===== config.mk =====
export PLATFORM = sky130hd
export DESIGN_NAME = rr_arbiter16
export DESIGN_NICKNAME = d
export VERILOG_FILES = /design/src/rtl/arb_pkg.sv /design/src/rtl/pencode16.sv /design/src/rtl/rr_arbiter16.sv
export SDC_FILE = /design/constraint.sdc
export NUM_CORES = 1
export LEC_CHECK = 0
export ABC_AREA = 1
export ABC_CLOCK_PERIOD_IN_PS = 4400
export CORE_ASPECT_RATIO = 0.9
export CORE_MARGIN = 2
export CORE_UTILIZATION = 50
export CTS_CLUSTER_SIZE = 28
export DETAILED_ROUTE_END_ITERATION = 7
export GPL_ROUTABILITY_DRIVEN = 0
export GPL_TIMING_DRIVEN = 0
export PLACE_DENSITY = 0.77
export SYNTH_ARGS = -nofsm -noshare
export SYNTH_HDL_FRONTEND = slang
export SYNTH_HIERARCHICAL = 1
export SYNTH_SLANG_ARGS = --single-unit

===== constraint.sdc =====
create_clock -name clk -period 4.4 [get_ports clk]
set_clock_uncertainty 0.15 [all_clocks]
set_input_delay 0.88 -clock clk [delete_from_list [all_inputs] [get_ports clk]]
set_output_delay 0.88 -clock clk [all_outputs]
set_load 0.02 [all_outputs]

===== src/rtl/arb_pkg.sv =====
// -----------------------------------------------------------------------------
// arb_pkg : shared sizes and FSM encoding for the 16-way round-robin arbiter
// Revision: 1.0
// -----------------------------------------------------------------------------
`default_nettype none

package arb_pkg;

    localparam int N_REQ = 16;
    localparam int IDX_W = 4;

    typedef enum logic {
        IDLE = 1'b0,
        BUSY = 1'b1
    } arb_state_t;

endpackage : arb_pkg

`default_nettype wire


===== src/rtl/pencode16.sv =====
// -----------------------------------------------------------------------------
// pencode16 : combinational 16->4 priority encoder, lowest set bit wins
// Revision: 1.0
// -----------------------------------------------------------------------------
`default_nettype none

module pencode16
    import arb_pkg::*;
(
    input  logic [N_REQ-1:0] in_vec,
    output logic [IDX_W-1:0] idx,
    output logic             any
);

    // Scan from the top down so the lowest set bit is the last to write idx.
    always_comb begin
        idx = '0;
        any = 1'b0;
        for (int i = N_REQ - 1; i >= 0; i--) begin
            if (in_vec[i]) begin
                idx = IDX_W'(i);
                any = 1'b1;
            end
        end
    end

endmodule : pencode16

`default_nettype wire


===== src/rtl/rr_arbiter16.sv =====
// -----------------------------------------------------------------------------
// rr_arbiter16 : round-robin arbiter for 16 requesters with hold timeout
// Revision: 1.0
// -----------------------------------------------------------------------------
`default_nettype none

module rr_arbiter16
    import arb_pkg::*;
#(
    parameter int MAX_HOLD = 8
) (
    input  logic             clk,
    input  logic             rst,
    input  logic [N_REQ-1:0] req,
    input  logic             owner_release,
    output logic [N_REQ-1:0] grant,
    output logic [IDX_W-1:0] grant_idx,
    output logic             grant_valid,
    output logic             timeout
);

    localparam logic [7:0] HOLD_LAST = 8'(MAX_HOLD - 1);

    arb_state_t       state;
    logic [IDX_W-1:0] ptr;
    logic [7:0]       hold_cnt;

    logic [2*N_REQ-1:0] req_dbl;
    logic [N_REQ-1:0]   req_rot;
    logic [IDX_W-1:0]   enc_idx;
    logic               enc_any;
    logic [IDX_W-1:0]   winner;
    logic               owner_done;

    // Rotating right by ptr puts requester ptr at bit 0, so the lowest-set-bit
    // encoder searches ascending from ptr with wrap.
    assign req_dbl = {req, req};
    assign req_rot = req_dbl[ptr +: N_REQ];
    assign winner  = enc_idx + ptr;

    pencode16 u_pencode (
        .in_vec (req_rot),
        .idx    (enc_idx),
        .any    (enc_any)
    );

    assign owner_done = owner_release || !req[grant_idx];

    always_ff @(posedge clk or posedge rst) begin
        if (rst) begin
            state       <= IDLE;
            grant       <= '0;
            grant_idx   <= '0;
            grant_valid <= 1'b0;
            timeout     <= 1'b0;
            ptr         <= '0;
            hold_cnt    <= '0;
        end else begin
            timeout <= 1'b0;
            if (state == IDLE) begin
                if (enc_any) begin
                    state       <= BUSY;
                    grant       <= N_REQ'(1) << winner;
                    grant_idx   <= winner;
                    grant_valid <= 1'b1;
                    hold_cnt    <= '0;
                    ptr         <= winner + IDX_W'(1);
                end
            end else begin
                if (owner_done) begin
                    state       <= IDLE;
                    grant       <= '0;
                    grant_valid <= 1'b0;
                end else if (hold_cnt == HOLD_LAST) begin
                    // Forced revoke; a release or drop in this cycle wins above.
                    state       <= IDLE;
                    grant       <= '0;
                    grant_valid <= 1'b0;
                    timeout     <= 1'b1;
                end else begin
                    hold_cnt <= hold_cnt + 8'd1;
                end
            end
        end
    end

endmodule : rr_arbiter16

`default_nettype wire


==> results.rst <==
.. list-table::
   :header-rows: 1

   * - Metric
     - Value
   * - Status
     - completed
   * - Per-cell via count in the routed design
     - 5.30
   * - Clock latency on the worst-skew pair
     - approximately 290 ps
   * - First-pass detailed-route iteration total
     - 4
   * - Largest area contributor in the netlist
     - sky130_fd_sc_hd__dfrtp_1
   * - Synthesized-area fraction occupied by xor and xnor cells
     - less than 1%
   * - CTS Buffer Depth
     - 2
   * - List of cells traversed by the critical path
     - clkdlybuf4s50_1 > inv_2 > o21ai_4 > nand2_1 > nand2_2 > o21ai_2 > mux2i_1 > buf_4 > or2_1 > nand3_1 > nand3_1 > nand3_1 > nand3_1 > a21oi_1 > nor3_1 > fa_2 > ha_4 > ha_1 > nand2_1 > o21ai_0
   * - Count of nets after finishing
     - between 500 and 600
   * - Placed instance area
     - 3300 µm²
   * - Critical-path cell with the highest stage delay
     - sky130_fd_sc_hd__fa_2
   * - Most common cell on crit path
     - sky130_fd_sc_hd__nand3_1
   * - Biggest fanout along the worst timing path
     - 4
   * - Adder-cell share of the synthesized area
     - 4.72%
   * - Cell area after synthesis
     - around 2800 µm²
   * - HPWL Detailed
     - 5410 µm
   * - Synthesized-area fraction occupied by ao, oa, aoi and oai cells
     - a little under a tenth
   * - Number of antenna violations at the first check in global routing
     - 0
   * - Wire length per cell after detailed routing
     - ~13 µm
   * - Sink count of the clock tree
     - 35
   * - Syn Nets
     - ~470
   * - CP top delay family
     - adder cells
   * - Root buffer cell
     - sky130_fd_sc_hd__clkbuf_8
   * - Post-detailed-routing wire length
     - ~7400 µm
   * - Max_cap viols
     - 0
   * - Iteration-0 DRC count of the detailed router
     - 122
   * - Final min period
     - 4200 ps
   * - Final Max Tran Viols
     - 0
   * - Antenna Nets Post-Route
     - 0
   * - Number of placed instances with taps included
     - about 540
   * - Std-Cell Core Area
     - approximately 5300 µm²
   * - Worst EP required
     - between 4000 and 5000 ps
   * - Synthesis-stage register bit count
     - 35
   * - Critical path class
     - primary input to register
   * - Total global-route track usage
     - approximately 23%
   * - Fraction of synthesized cell area taken by the top area cell type
     - between 30 and 40%
   * - Data arrival time at the worst-slack endpoint
     - between 4000 and 5000 ps
   * - Kind of start point of the critical path
     - primary input
   * - Yosys warning total
     - 6
   * - Chip Width
     - roughly 83 µm
   * - Most used cells in the layout excluding fill and tap cells
     - sky130_fd_sc_hd__nand2_1 (163), sky130_fd_sc_hd__inv_1 (36), sky130_fd_sc_hd__dfrtp_1 (35)
   * - Final number of hold-violating endpoints
     - 0
   * - H-tree depth
     - 2
   * - Die Y
     - between 70 and 80 µm
   * - Number of antenna repair diodes
     - 0
   * - Most frequent standard cell in the layout excluding fill and tap cells
     - sky130_fd_sc_hd__nand2_1
   * - Basic-gate share of the synthesized area counting and, or, nand and nor cells
     - about 37%
   * - Cell types occupying the most area after synthesis
     - sky130_fd_sc_hd__dfrtp_1 (31%), sky130_fd_sc_hd__nand2_1 (23%), sky130_fd_sc_hd__mux2i_1 (7.1%)
   * - Critical path buffers and inverters
     - 3
   * - Number of library cell types mapped by synthesis
     - 29
   * - Count of non-filler cells in the finished layout
     - approximately 560
   * - Clock tree from TritonCTS
     - built
   * - Critical Path End Type
     - register
   * - I/O Buffers
     - 40
   * - First-pass GRT wire length
     - roughly 12000 µm
   * - Initial Util
     - a little over half
   * - Overall die area
     - approximately 6200 µm²
   * - Mean area per synthesized cell
     - ~6.4 µm²
   * - Peak per-stage delay on the critical path
     - 600 ps
   * - Number of instances in the synthesized netlist
     - 437
   * - Portion of netlist area occupied by mux cells
     - slightly above 7%
   * - Hold_buf cts
     - 0
   * - Remaining global-route overflow
     - 0
   * - Post-route cell area
     - between 3000 and 4000 µm²
   * - Syn-to-layout area delta
     - 32.1%
   * - Max_slew headroom
     - approximately half
   * - I/O pin cnt
     - 41
   * - Peak Freq
     - around 240 MHz
   * - Inserted Clock Buffers
     - 5
   * - Site row count
     - 25
   * - Worst min-delay path class
     - register to register
   * - Filler instances
     - about 420
   * - Number of global-route vias before repair
     - between 2k and 3k
   * - Dominant combinational cell family by area after synthesis
     - simple AND/OR/NAND/NOR gates
   * - Remaining DRCs
     - 0
   * - Number of endpoints failing setup at the final stage
     - 0
   * - Least-Margin Pin Slew
     - between 700 and 800 ps
   * - Largest net degree at the start of global routing
     - 36
   * - Share of the yosys chip area belonging to registers
     - between 30% and 40%
   * - DR vias
     - 2959
   * - Share of cells above drive strength 1
     - between 10% and 20%
   * - Clock transition at the registers of the reported paths
     - approximately 80 ps
   * - Final worst-path cycle share
     - a little over nine tenths
final cells by class:
class                           instances  area (µm²)  share of cell area [%]
Buffer                                 15        77.6                    2.09
Clock buffer                            5        68.8                    1.85
Clock inverter                          3        43.8                    1.18
Inverter                               55         209                    5.62
Multi-Input combinational cell        332        1880                    50.7
Sequential cell                        35         876                    23.6
Tap cell                               67        83.8                    2.26
Timing Repair Buffer                   46         473                    12.7
synthesized netlist by cell type:
cell type,count
sky130_fd_sc_hd__xor2_1,3
sky130_fd_sc_hd__nand3_1,30
sky130_fd_sc_hd__nand2_4,1
sky130_fd_sc_hd__nor4_1,1
sky130_fd_sc_hd__inv_2,7
sky130_fd_sc_hd__nand4_1,3
sky130_fd_sc_hd__nor3b_1,1
sky130_fd_sc_hd__buf_6,2
sky130_fd_sc_hd__nor4_2,1
sky130_fd_sc_hd__nor2_1,28
sky130_fd_sc_hd__ha_1,9
sky130_fd_sc_hd__a21oi_1,8
sky130_fd_sc_hd__dfrtp_1,35
sky130_fd_sc_hd__o21bai_1,1
sky130_fd_sc_hd__fa_1,1
sky130_fd_sc_hd__buf_2,5
sky130_fd_sc_hd__or2_1,1
sky130_fd_sc_hd__o21ai_0,40
sky130_fd_sc_hd__nand3_4,1
sky130_fd_sc_hd__inv_4,1
sky130_fd_sc_hd__nor3_1,8
sky130_fd_sc_hd__inv_1,47
sky130_fd_sc_hd__buf_1,1
sky130_fd_sc_hd__a21oi_2,1
sky130_fd_sc_hd__mux2i_1,20
sky130_fd_sc_hd__nand2_1,172
sky130_fd_sc_hd__o211ai_1,1
sky130_fd_sc_hd__nand2_2,1
sky130_fd_sc_hd__clkbuf_1,7
sequential cells by signal, indices dropped and copies added, names as in the netlist:
signal and flops:
grant 16, hold_cnt 8, grant_idx 4, ptr 4, grant_valid 1, state 1, timeout 1
stage by stage:
step                utilization, %  hold slack (ps)  setup slack (ps)  setup TNS, ps
detailed placement            61.6              313              -577          -7500
floorplan                        -              345               566              0
CTS                           64.4              330              2.30              0
finish                        69.5              327               205              0
global placement              61.6              309              -542          -5980
global route                  69.5              345             -25.9           -127
timing repair:
item                       CTS  global route
cloned                       0             0
resized for setup           13            91
setup buffers                2             4
setup endpoints to repair   16            20
pin swaps                    2            20
logic make-up after synthesis:
logic type      Yosys count
fa+ha+maj                10
flops                    35
buf+inv                  70
simple gates            248
compound gates           51
mux                      20
xor+xnor                  3
worst paths after layout:
path | startpoint | end | slack [ps] | depth (start not counted)
max in group asynchronous | rst | ptr[0] | 2740 | 2
setup / recovery | req[4] | ptr[2] | 200 | 20
setup reg to reg | ptr[0] | ptr[2] | 410 | 27
min in group asynchronous | rst | grant[0] | 880 | 2
hold reg to reg | grant[12] | grant[12] | 330 | 2
hold / removal | grant[12] | grant[12] | 330 | 2
metal layers:
metal  vias to the layer above  track usage (%)  part of all wire [%]
met1                      1375             30.4                    46
met5                         -                0                     0
li1                       1491                -                     -
met2                        80             40.7                    48
met4                         0             4.19                   1.0
met3                        13             3.73                   4.9
worst register-to-register path: stages (launching register included):
cell                      delay (ps)
sky130_fd_sc_hd__dfrtp_1         490
sky130_fd_sc_hd__buf_2           360
sky130_fd_sc_hd__nand2_1         160
sky130_fd_sc_hd__o21ai_4         110
sky130_fd_sc_hd__mux2i_2         110
sky130_fd_sc_hd__nand2_1          90
sky130_fd_sc_hd__o21ai_2          80
sky130_fd_sc_hd__mux2i_1         180
sky130_fd_sc_hd__nand2_1          70
sky130_fd_sc_hd__nand2_1          60
sky130_fd_sc_hd__nand2_1          40
sky130_fd_sc_hd__nand2_1          50
sky130_fd_sc_hd__nand2_1          40
sky130_fd_sc_hd__nand2_1          50
sky130_fd_sc_hd__nand2_1          50
sky130_fd_sc_hd__nand2_1          50
sky130_fd_sc_hd__nand2_1          40
sky130_fd_sc_hd__nand2_1          50
sky130_fd_sc_hd__nand2_1          50
sky130_fd_sc_hd__nand2_1          50
sky130_fd_sc_hd__nand2_1          60
sky130_fd_sc_hd__a21oi_2         150
sky130_fd_sc_hd__ha_2            220
sky130_fd_sc_hd__fa_2            500
sky130_fd_sc_hd__ha_4            200
sky130_fd_sc_hd__ha_1            270
sky130_fd_sc_hd__nand2_1          70
sky130_fd_sc_hd__o21ai_0          70
Power is left out: the tool's default activity adds up to more than one toggle a clock period on the data nets, which glitch-free logic cannot reach.
